[config.mk]
export PLATFORM = sky130hd
export DESIGN_NAME = hpb_wr_ctrl
export DESIGN_NICKNAME = d
export VERILOG_FILES = /design/src/rtl/hpb_wr_ctrl.sv
export SDC_FILE = /design/constraint.sdc
export NUM_CORES = 1
export LEC_CHECK = 0
export CORE_UTILIZATION = 40
export CTS_BUF_LIST = sky130_fd_sc_hd__clkbuf_4 sky130_fd_sc_hd__clkbuf_8 sky130_fd_sc_hd__clkbuf_16
export CTS_CLUSTER_DIAMETER = 40
export DETAILED_ROUTE_END_ITERATION = 10
export PLACE_DENSITY = 0.7
export SLEW_MARGIN = 20
export SYNTH_ARGS = -nofsm -noshare
export SYNTH_HDL_FRONTEND = slang
export SYNTH_SLANG_ARGS = --single-unit
[constraint.sdc]
create_clock -name clk -period 4 [get_ports clk]
set_clock_uncertainty 0.1 [all_clocks]
set_input_delay 0.8 -clock clk [delete_from_list [all_inputs] [get_ports clk]]
set_output_delay 0.8 -clock clk [all_outputs]
set_load 0.02 [all_outputs]
[src/rtl/hpb_wr_ctrl.sv]
`default_nettype none
// ============================================================================
// Module   : hpb_wr_ctrl
// Purpose  : Host-side write initiator for the symbol-parameter RAM control
//            block. Host writes are queued in a small FIFO and issued one at a
//            time as an hpb_wr_req / rcb_wr_done handshake. The request is
//            dropped for a GAP cycle after each completion so the RAM
//            controller re-arms its accept logic.
// Options  : `HPB_TIMEOUT_EN - abandon a request after HPB_TIMEOUT_CYC cycles
//            in REQ without rcb_wr_done and pulse hpb_timeout.
// Ports    : clk, reset_n (async active-low)
//            host_valid/host_ready/host_addr/host_data/host_be : host queue in
//            hpb_wr_req/hpb_wr_addr/hpb_wr_data/hpb_wr_en       : RAM request
//            rcb_wr_done                                       : accept pulse
//            hpb_busy, hpb_wr_cnt, hpb_timeout                 : status
// Revision : 1.0 - initial release
// ============================================================================
module hpb_wr_ctrl #(
  parameter int HPB_RAM_WIDTH   = 64,
  parameter int HPB_FIFO_DEPTH  = 4,
  parameter int HPB_TIMEOUT_CYC = 1024
) (
  input  logic                       clk,
  input  logic                       reset_n,
  input  logic                       host_valid,
  output logic                       host_ready,
  input  logic [13:0]                host_addr,
  input  logic [HPB_RAM_WIDTH-1:0]   host_data,
  input  logic [HPB_RAM_WIDTH/8-1:0] host_be,
  output logic                       hpb_wr_req,
  output logic [13:0]                hpb_wr_addr,
  output logic [HPB_RAM_WIDTH-1:0]   hpb_wr_data,
  output logic [HPB_RAM_WIDTH/8-1:0] hpb_wr_en,
  input  logic                       rcb_wr_done,
  output logic                       hpb_busy,
  output logic [15:0]                hpb_wr_cnt,
  output logic                       hpb_timeout
);

  localparam int BE_W  = HPB_RAM_WIDTH / 8;
  localparam int PTR_W = (HPB_FIFO_DEPTH > 1) ? $clog2(HPB_FIFO_DEPTH) : 1;
  localparam int CNT_W = PTR_W + 1;

  localparam logic [1:0] S_IDLE = 2'd0;
  localparam logic [1:0] S_REQ  = 2'd1;
  localparam logic [1:0] S_GAP  = 2'd2;

  // FIFO storage (no reset needed: contents are qualified by count_q)
  logic [13:0]              mem_addr_q [HPB_FIFO_DEPTH];
  logic [HPB_RAM_WIDTH-1:0] mem_data_q [HPB_FIFO_DEPTH];
  logic [BE_W-1:0]          mem_be_q   [HPB_FIFO_DEPTH];

  logic [PTR_W-1:0] wr_ptr_q, rd_ptr_q;
  logic [CNT_W-1:0] count_q, count_d;

  logic [1:0]               state_q, state_d;
  logic                     req_q, req_d;
  logic [13:0]              addr_q, addr_d;
  logic [HPB_RAM_WIDTH-1:0] data_q, data_d;
  logic [BE_W-1:0]          en_q, en_d;
  logic [15:0]              cnt_q, cnt_d;

  logic push, pop;

`ifdef HPB_TIMEOUT_EN
  logic [15:0] tcnt_q, tcnt_d;
  logic        tmo_q, tmo_d;
`endif

  // Ready depends only on the registered count so a same-edge pop cannot
  // create a combinational path from rcb_wr_done to host_ready.
  assign host_ready = (count_q != CNT_W'(HPB_FIFO_DEPTH));
  assign push       = host_valid && host_ready;

  always_comb begin
    state_d = state_q;
    req_d   = req_q;
    addr_d  = addr_q;
    data_d  = data_q;
    en_d    = en_q;
    cnt_d   = cnt_q;
    pop     = 1'b0;
`ifdef HPB_TIMEOUT_EN
    tcnt_d  = tcnt_q;
    tmo_d   = 1'b0;
`endif
    case (state_q)
      S_IDLE: begin
        if (count_q != '0) begin
          addr_d  = mem_addr_q[rd_ptr_q];
          data_d  = mem_data_q[rd_ptr_q];
          en_d    = mem_be_q[rd_ptr_q];
          req_d   = 1'b1;
          state_d = S_REQ;
`ifdef HPB_TIMEOUT_EN
          tcnt_d  = 16'd0;
`endif
        end
      end
      S_REQ: begin
        if (rcb_wr_done) begin
          req_d   = 1'b0;
          pop     = 1'b1;
          cnt_d   = cnt_q + 16'd1;
          state_d = S_GAP;
        end
`ifdef HPB_TIMEOUT_EN
        // Done has priority; the timeout only fires on a cycle without it.
        else if (tcnt_q == 16'(HPB_TIMEOUT_CYC - 1)) begin
          req_d   = 1'b0;
          pop     = 1'b1;
          tmo_d   = 1'b1;
          state_d = S_GAP;
        end else begin
          tcnt_d  = tcnt_q + 16'd1;
        end
`endif
      end
      // Request fields stay held through GAP; the controller may consume the
      // data one cycle after done.
      S_GAP:   state_d = S_IDLE;
      default: begin
        state_d = S_IDLE;
        req_d   = 1'b0;
      end
    endcase
  end

  always_comb begin
    count_d = count_q;
    case ({push, pop})
      2'b10:   count_d = count_q + CNT_W'(1);
      2'b01:   count_d = count_q - CNT_W'(1);
      default: count_d = count_q;
    endcase
  end

  always_ff @(posedge clk) begin
    if (push) begin
      mem_addr_q[wr_ptr_q] <= host_addr;
      mem_data_q[wr_ptr_q] <= host_data;
      mem_be_q[wr_ptr_q]   <= host_be;
    end
  end

  always_ff @(posedge clk or negedge reset_n) begin
    if (!reset_n) begin
      wr_ptr_q <= '0;
      rd_ptr_q <= '0;
      count_q  <= '0;
      state_q  <= S_IDLE;
      req_q    <= 1'b0;
      addr_q   <= '0;
      data_q   <= '0;
      en_q     <= '0;
      cnt_q    <= '0;
`ifdef HPB_TIMEOUT_EN
      tcnt_q   <= '0;
      tmo_q    <= 1'b0;
`endif
    end else begin
      if (push) wr_ptr_q <= wr_ptr_q + PTR_W'(1);
      if (pop)  rd_ptr_q <= rd_ptr_q + PTR_W'(1);
      count_q  <= count_d;
      state_q  <= state_d;
      req_q    <= req_d;
      addr_q   <= addr_d;
      data_q   <= data_d;
      en_q     <= en_d;
      cnt_q    <= cnt_d;
`ifdef HPB_TIMEOUT_EN
      tcnt_q   <= tcnt_d;
      tmo_q    <= tmo_d;
`endif
    end
  end

  assign hpb_wr_req  = req_q;
  assign hpb_wr_addr = addr_q;
  assign hpb_wr_data = data_q;
  assign hpb_wr_en   = en_q;
  assign hpb_wr_cnt  = cnt_q;
  assign hpb_busy    = (count_q != '0) || (state_q != S_IDLE);
`ifdef HPB_TIMEOUT_EN
  assign hpb_timeout = tmo_q;
`else
  assign hpb_timeout = 1'b0;
`endif

endmodule
`default_nettype wire

==> results_dict.tcl <==
set metrics [dict create \
    cts_buffer_depth 3 \
    fin_setup_tns_ns 0 \
    finalWorstSetupSlack_ns 1.146 \
    die_h_um 206.9 \
    fin_crit_ns 2.854 \
    post_cts_buffers 0 \
    grt_use_met3_pct 3.768 \
    slowest_delay_ns 0.55 \
    hpwl_mm 18.93 \
    synth_fp_nets 838 \
    ys_warn_count 0 \
    grt.overflow.total 0 \
    grt_setup_unrepaired "false" \
    path_max_fanout 4 \
    endpoint_kind "output pin" \
    routabilityCongestion 0.7462 \
    die-area_um2 42790 \
    cts_tree "done" \
    critical_path_arrival_ns 1.95 \
    drt_pre_antenna_iters 7 \
    start_util_pct 40.84 \
    clk_latency_ns 0.60 \
    fmax_mhz 350.4 \
    final-hold-violation-count 0 \
    timing.final.crit_share_pct 71.34 \
    cts_root_buf "clkbuf_16" \
    synth_top_area_cell "edfxtp_1" \
    setup_viol 0 \
    synth-seq-cells 456 \
    hold_class "input port to async pin" \
    yosysUniqueCellTypes 25 \
    crit_chain "nor3_1 -> nand2_1 -> clkdlybuf4s50_1" \
    io-pin-count 196 \
    utilization_pct 52.05 \
    synth_area_per_cell_um2 22.65 \
    grt_use_met1_pct 21.04 \
    maxCapViolations 0 \
    synthCells 741 \
    yosys-top-cells-area "edfxtp_1, dfrtp_1, mux4_2, mux2_2, xnor2_1" \
    status "finished with violations" \
    clock_sinks 456 \
    antenna_left 0 \
    cts-resized-gates 0 \
    cts_hold_buffers 0 \
    setup.worst_path.start_class "register" \
    cp.required_ns 3.10 \
    worstSetupPathType "register to output pin" \
    grt_pass1_wl_mm 49.86 \
    worstMarginPinSlew_ns 0.9583 \
    core_um2 41110 \
    place_ws_ns 1.117 \
    drc_errors 26 \
    drive_gt1_share_pct 29.60 \
    first_global_vias 8454 \
    violations "design-rule violations" \
    portBuffers 194 \
    slew_violations 0 \
    power_density_nw_per_um2 812.2 \
    vdd_drop_max_v 0.0004474 \
    nNetsFinal 1073 \
    ys_seq_area_share_pct 78.23 \
    grt_use_met2_pct 25.55 \
    path_clk_slew_ns 0.06 \
    h-tree-depth 2 \
    antenna_found_initial 2 \
    row_count 74 \
    holdWs_ns 0.2267 \
    route.detailed.wl_per_inst_um 20.76 \
    vias_per_cell 5.047 \
    busiest_layer "met2" \
    grtUsageTotal_pct 15.77 \
    cts_made_buffers 60 \
    vias 7883 \
    syn_to_final_growth_pct 27.46 \
    die_w_um 206.9 \
    drt_iter0_drc 518 \
    drt_wl_total_mm 32.43 \
    synth_area_um2 16790 \
    leakage_uw 0.007428 \
    max_slew_margin_pct 36.11 \
    critPathSlowestCell "clkdlybuf4s50_1" \
    synth_top_area_share_pct 61.53 \
    grt_max_degree 95 \
]
==> power by group <==
group          switching (µW)  internal [µW]
sequential                659           6450
clock                    2090           3020
combinational            2410           2740
==> flip-flops by register name, summed over array words and instances, names as in the netlist <==
name / count
count_q: 3
hpb_wr_addr: 14
wr_ptr_q: 2
rd_ptr_q: 2
mem_addr_q: 56
state_q: 2
hpb_wr_cnt: 16
hpb_wr_req: 1
mem_data_q: 256
hpb_wr_en: 8
mem_be_q: 32
hpb_wr_data: 64
==> layer usage <==
layer | wire (µm) | share of wire (%) | vias to the layer above
li1 | - | - | 3498
met1 | 13840 | 43 | 4103
met2 | 15800 | 49 | 221
met3 | 2094 | 6.5 | 57
met4 | 666 | 2.1 | 4
met5 | 28 | 0.086 | -
==> through the flow <==
step                      cells  power (µW)  area [µm²]
final                      1562       17380       21400
after global routing       1559       18260       21390
after CTS                  1559       17680       21390
after detailed placement   1446       12490       19410
after global placement     1446       12400       19410
after floorplan             741       10440       16790
==> final cells by class <==
cell class	count	area, µm²
diodes	3	7.507
clock buffers	68	1568
clock inverters	45	414.1
fillers	3242	19710
inverters	3	11.26
multi-input cells	248	3475
flip-flops and latches	456	13140
well taps	532	665.6
repair buffers	207	2116
==> worst max-delay path: cells and delay by family, from the launching register on <==
kind	cells	cell delay, ns
buf+inv	1	0.55
flops	1	0.43
simple gates	2	0.38
==> cells in the mapped netlist <==
cell type / n
and2_1: 1
and4_1: 1
xnor2_1: 17
clkbuf_1: 9
buf_4: 5
mux2_2: 89
nand2b_1: 1
and3_1: 8
o21ai_0: 1
buf_6: 4
edfxtp_1: 344
conb_1: 1
buf_2: 16
inv_1: 3
dfrtp_1: 112
and3b_1: 2
fa_1: 1
nand4_1: 3
nand2_1: 13
ha_1: 6
nor2_1: 5
nand3_1: 7
nor3_1: 2
xor2_1: 4
mux4_2: 86
==> cell families after synthesis <==
group           after synthesis  share of synthesized area (%)
compound gates                1                        0.02978
xor+xnor                     21                          1.096
fa+ha+maj                     7                         0.5664
buf+inv                      37                          1.237
flops                       456                          78.23
mux                         175                          17.51
other cells                   1                        0.02234
simple gates                 43                          1.312
==> path summary, 6_finish.rpt <==
kind                           startpoint              to  slack (ns)  depth (start not counted)
max in group asynchronous         reset_n  hpb_wr_addr[5]        2.70                          2
setup / recovery               count_q[0]        hpb_busy        1.15                          3
hold reg to reg            hpb_wr_cnt[15]  hpb_wr_cnt[15]        0.37                          1
min in group clk           hpb_wr_cnt[15]  hpb_wr_cnt[15]        0.37                          1
setup reg to reg               count_q[0]  hpb_wr_addr[6]        1.48                          4
hold / removal                    reset_n    hpb_wr_en[4]        0.23                          1
==> placed cells by master, fill, tap and decap left out, drive strengths merged, types with 4 or more instances in the layout <==
cell type,count
nand3,7
and3,8
inv,19
clkdlybuf4s50,193
ha,6
xnor2,17
nand2,13
dfrtp,112
clkbuf,68
clkinv,19
mux2,89
nor2,5
mux4,86
buf,14
clkinvlp,8
xor2,4
edfxtp,344
Power figures use the tool's default switching activity.
==> edit 1, RTL diff (same settings) <==
Put one more register stage on the output `hpb_wr_cnt`, cleared by the reset. The value now appears one clock later. The other outputs are not delayed to match.
--- a/src/rtl/hpb_wr_ctrl.sv
+++ b/src/rtl/hpb_wr_ctrl.sv
@@ -180,5 +180,11 @@
   assign hpb_wr_data = data_q;
   assign hpb_wr_en   = en_q;
-  assign hpb_wr_cnt  = cnt_q;
+  always_ff @(posedge clk or negedge reset_n) begin
+    if (!reset_n) begin
+      hpb_wr_cnt <= '0;
+    end else begin
+      hpb_wr_cnt <= cnt_q;
+    end
+  end
   assign hpb_busy    = (count_q != '0) || (state_q != S_IDLE);
 `ifdef HPB_TIMEOUT_EN
Check against the original RTL: not equivalent (Yosys sat finds a counterexample within 4 cycles, from zero or initial values and one cycle with reset_n low).
==> edit 1 against the unedited design <==
Routed wire length about the same; synthesized cell count up 2.2%; worst setup slack worse by 0.069 ns; non-clock buffer count unchanged; sequential share of layout area down 0.45 points; sequential cell count up 16; final area up 3.8%; via count up 1.5%; synthesized area up 2.4%; combinational power up 2%; total power up 6.6%; die area up 2.4%; critical path depth unchanged; core utilization up 0.66 points; critical endpoint unchanged.
==> edit 1: results (changes against the unedited design) <==
outcome: finished, final reports clean
crit share post-route: 0.731 (+0.0172)
comb_multi_in: 248 (unchanged)
Inst Count DP: 1,469 (+1.6%)
CP max-delay cell: clkdlybuf4s50_1
most flop-heavy register: mem_data_q
deepest clock path buffer count: 3 (unchanged)
Layout Cells excl Fill: 1,588 (+1.7%)
H-tree Lvls: 3 (+1)
multi-input logic area: 3470 sq um (unchanged)
clkbuf count: 76 (+12%)
Total Routing Usage GR: 0.153 (-0.00472)
endpoint arrival time on the critical path: 2.02 ns (+0.07 ns)
Mapped Area: 17,200 sq um (+2.4%)
synth top area cells: edfxtp_1 60%, dfrtp_1 19%, mux4_2 11%
worst skew pair latency: 0.57 ns (-0.03 ns)
Fin Hold WS: 0.111 ns (-0.115 ns)
register area: 13,500 sq um (+3.0%)
total power: 18.5 mW (+6.6%)
n_diodes: 0 (-3)
drt first pass iters: 4 (-3)
vias in the first global route: 8,681 (+2.7%)
ClkCell Share: 0.106 (+0.0135)
vias per cell: 5.04 (-0.16%)
Min-Delay Path Class: primary input to async pin
Wirelength per Cell: 20.4 microns (-1.6%)
number of sequential cells: 472 (+3.5%)
cell area after placement: 19,900 sq um (+2.3%)
warning count from the yosys run: 0 (unchanged)
Placer Congestion: 0.704 (-5.6%)
post-cts sizing count: 0 (unchanged)
Main synth FF type: edfxtp_1
filler instances: 3,237 (-0.15%)
Detail Placement HPWL: 18.5 mm (-2.5%)
total CTS buffers: 66 (+10%)
Clock Tree Root: clkbuf_16
Crit Reg-Reg Endpoint: hpb_wr_data[15]
P_leak: 7.83 nW (+5.4%)
Worst Tran Pin Value: 0.771 ns (-0.187 ns)
delay-heaviest family, CP: buffers and inverters
maximum VDD drop: 465 uV (+3.9%)
antenna violations before repair: 1 (-1)
sequential area share after synthesis: 0.787 (+0.00513)
max FFs per register: 256 (unchanged)
number of distinct library cells after synthesis: 25 (unchanged)
fin nets: 1,095 (+2.1%)
reg2reg path depth: 4 (unchanged)
Syn Area/Cell: 22.7 sq um (+0.21%)
first-pass GRT wire length: 50.4 mm (+1.0%)
reg2reg setup slack: 1.58 ns (+0.10 ns)
Starting DRT DRC Count: 431 (-17%)
post-synthesis async set-or-reset flop share: 0.271 (+0.0256)
slowest stage delay, CP: 0.56 ns
pre-CTS WS: 1.11 ns (-0.00332 ns)
fraction of area in multi-input gates: 0.156 (-0.00595)
largest net degree at the start of global routing: 87 (-8.4%)
non-clk buf share: 0.0970 (-0.00193)
Synth Net Count: 854 (+1.9%)
proportion of layout cells with a drive suffix above 1: 0.297 (+0.00142)
Post-synth top cells: 344 x edfxtp_1, 128 x dfrtp_1, 89 x mux2_2
[edit 1: cell types whose count changed after synthesis, sizes merged]
cell,unedited run,this run
dfrtp,112,128
buf,25,26
clkbuf,9,8
[edit 1: cell families (layout without fill, tap and decap cells)]
group                      count (synthesis)  in the layout  synth area share
buffers and inverters                     37            329            0.0120
other                                      1              1          0.000218
AOI/OAI and AO/OA                          1              1          0.000291
xor gates and xnor gates                  21             21            0.0107
and+or+nand+nor                           43             43            0.0128
adders and majority gates                  7              7           0.00553
DFF                                      472            472             0.787
muxes                                    175            175             0.171
[edit 1: power by group]
group / total [mW] / internal, mW / switching, mW
combinational: 5.26 / 2.75 / 2.50
sequential: 7.21 / 6.64 / 0.571
clock: 6.07 / 3.90 / 2.16
total: 18.5 / 13.3 / 5.24
[edit 1: metal layers]
metal | global-route usage | vias up | routed length (microns)
met5 | 0 | - | 13
met2 | 0.251 | 195 | 16000
met3 | 0.0440 | 51 | 1900
met1 | 0.196 | 4208 | 13900
li1 | - | 3545 | -
met4 | 0.0522 | 2 | 562
==> edit 2, RTL diff (config.mk and constraints unchanged) <==
Without the edit above. Set the parameter `HPB_FIFO_DEPTH` to 2 (it was 4).
--- a/src/rtl/hpb_wr_ctrl.sv
+++ b/src/rtl/hpb_wr_ctrl.sv
@@ -18,5 +18,5 @@
 module hpb_wr_ctrl #(
   parameter int HPB_RAM_WIDTH   = 64,
-  parameter int HPB_FIFO_DEPTH  = 4,
+  parameter int HPB_FIFO_DEPTH  = 2,
   parameter int HPB_TIMEOUT_CYC = 1024
 ) (
Formal check against the unedited RTL: not equivalent (Yosys sat finds a counterexample within 4 cycles, from zero or initial values and one cycle with reset_n low).
==> edit 2 against the unedited design <==
Maximum frequency rose by 4.9%; worst setup slack improved by 0.13 ns; die area fell by 39%; routed wire length fell by 38%; total power fell by 33%; non-clock buffer count fell by 2; critical path depth did not move; first-iteration DRC count fell by 33%; final area fell by 35%; cell count fell by 22%; synthesized area fell by 39%; sequential cell count fell by 175.
==> edit 2: results (changes against the unedited design) <==
post-synthesis async set-or-reset flop share: 0.388 (+0.142)
number of distinct library cells after synthesis: 32 (+28%)
largest net degree at the start of global routing: 135 (+42%)
P_leak: 5.49 nW (-26%)
Total Routing Usage GR: 0.160 (+0.00248)
Wirelength per Cell: 16.5 microns (-20%)
max FFs per register: 128 (-50%)
Detail Placement HPWL: 12.9 mm (-32%)
outcome: finished, final reports clean
antenna violations before repair: 3 (+1)
CP max-delay cell: clkdlybuf4s50_1
slowest stage delay, CP: 0.55 ns (about the same)
endpoint arrival time on the critical path: 1.82 ns (-0.13 ns)
deepest clock path buffer count: 3 (unchanged)
H-tree Lvls: 2 (unchanged)
worst skew pair latency: 0.51 ns (-0.09 ns)
cell area after placement: 12,500 sq um (-35%)
Clk pin slew, worst setup/hold paths: 0.06 ns (about the same)
warning count from the yosys run: 0 (unchanged)
Starting DRT DRC Count: 348 (-33%)
first-pass GRT wire length: 32.2 mm (-36%)
EDFF count, synth: 172 (-50%)
sequential area share after synthesis: 0.774 (-0.00802)
post-cts sizing count: 0 (unchanged)
total CTS buffers: 38 (-37%)
Min-Delay Path Class: primary input to async pin
total number of vias: 5,767 (-27%)
Clock Tree Root: clkbuf_16
Synth Net Count: 731 (-13%)
Port Buffer Count: 194 (unchanged)
maximum VDD drop: 383 uV (-14%)
Post-CTS Setup Inserts: 0 (unchanged)
Worst R2R Start: count_q[0]
proportion of layout cells with a drive suffix above 1: 0.108 (-0.188)
drt first pass iters: 4 (-3)
Post-synth top cells: 172 x edfxtp_1, 109 x dfrtp_1, 95 x nand2_1
Worst Tran Pin Value: 0.760 ns (-0.198 ns)
synth top area cells: edfxtp_1 51%, dfrtp_1 27%, mux2i_1 8.4%
most flop-heavy register: mem_data_q
fin nets: 945 (-12%)
Setup crit start: state_q[0]
Crit Path Max Fanout: 5 (+1)
Placer Congestion: 0.792 (+6.1%)
vias in the first global route: 6,041 (-29%)
## edit 2: changes by cell type after synthesis, sizes merged, moves of 82 or more
cell and change:
edfxtp -172, mux4 -86, nand2 +82, mux2i +86
mux2 -88, o21ai +88
## edit 2: per-layer routing
layer	wire length, microns	track usage
met1	8590	0.207
met2	9620	0.262
met3	1400	0.0439
met4	463	0.0527
met5	12	0
## edit 2: where the power goes
group	total (mW)	switching, mW	internal (mW)	leakage, nW
registers	4.61	0.532	4.07	2.94
clock network	3.53	1.34	2.18	0.665
logic	3.48	1.94	1.54	1.88
## edit 2: kinds of logic (layout without fill, tap and decap cells)
group,count (synthesis),count (layout),synth area share
DFF,281,281,0.774
buffers and inverters,34,278,0.0189
other,1,2,0.000368
muxes,87,87,0.0856
and+or+nand+nor,125,125,0.0576
xor gates and xnor gates,20,20,0.0172
adders and majority gates,2,2,0.00245
AOI/OAI and AO/OA,89,89,0.0437
## edit 2: path summary, 6_finish.rpt
check	slack [ns]	depth (start not counted)	end
min in group clk	0.38	2	hpb_wr_data[21]
max	1.28	3	hpb_busy
max in group asynchronous	2.71	2	hpb_wr_data[38]
min	0.23	1	hpb_wr_cnt[4]
max reg2reg	1.88	3	mem_data_q[1][10]
min reg2reg	0.38	2	hpb_wr_data[21]
## edit 2: worst max-delay path: cells and delay by family, from the launching register on
family | cells | cell delay (ns)
and+or+nand+nor | 2 | 0.36
DFF | 1 | 0.40
buffers and inverters | 1 | 0.55
## edit 2: through the flow
stage               setup slack [ns]  instances  power (mW)  utilization
global route                    1.18       1213        12.3        0.553
floorplan                      0.328        639        6.65            -
CTS                             1.25       1213        11.8        0.553
global placement                1.25       1143        8.12        0.499
detailed placement              1.25       1143        8.22        0.499
finish                          1.28       1214        11.6        0.553
## edit 2: layout make-up
cell class | count | area (sq um)
fill | 2033 | 11200
multi-input combinational | 324 | 2130
clock buffer | 41 | 986
antenna | 1 | 2.50
tap | 330 | 413
timing repair buffer | 205 | 2070
inverter | 3 | 11.3
clock inverter | 29 | 382
sequential | 281 | 7900
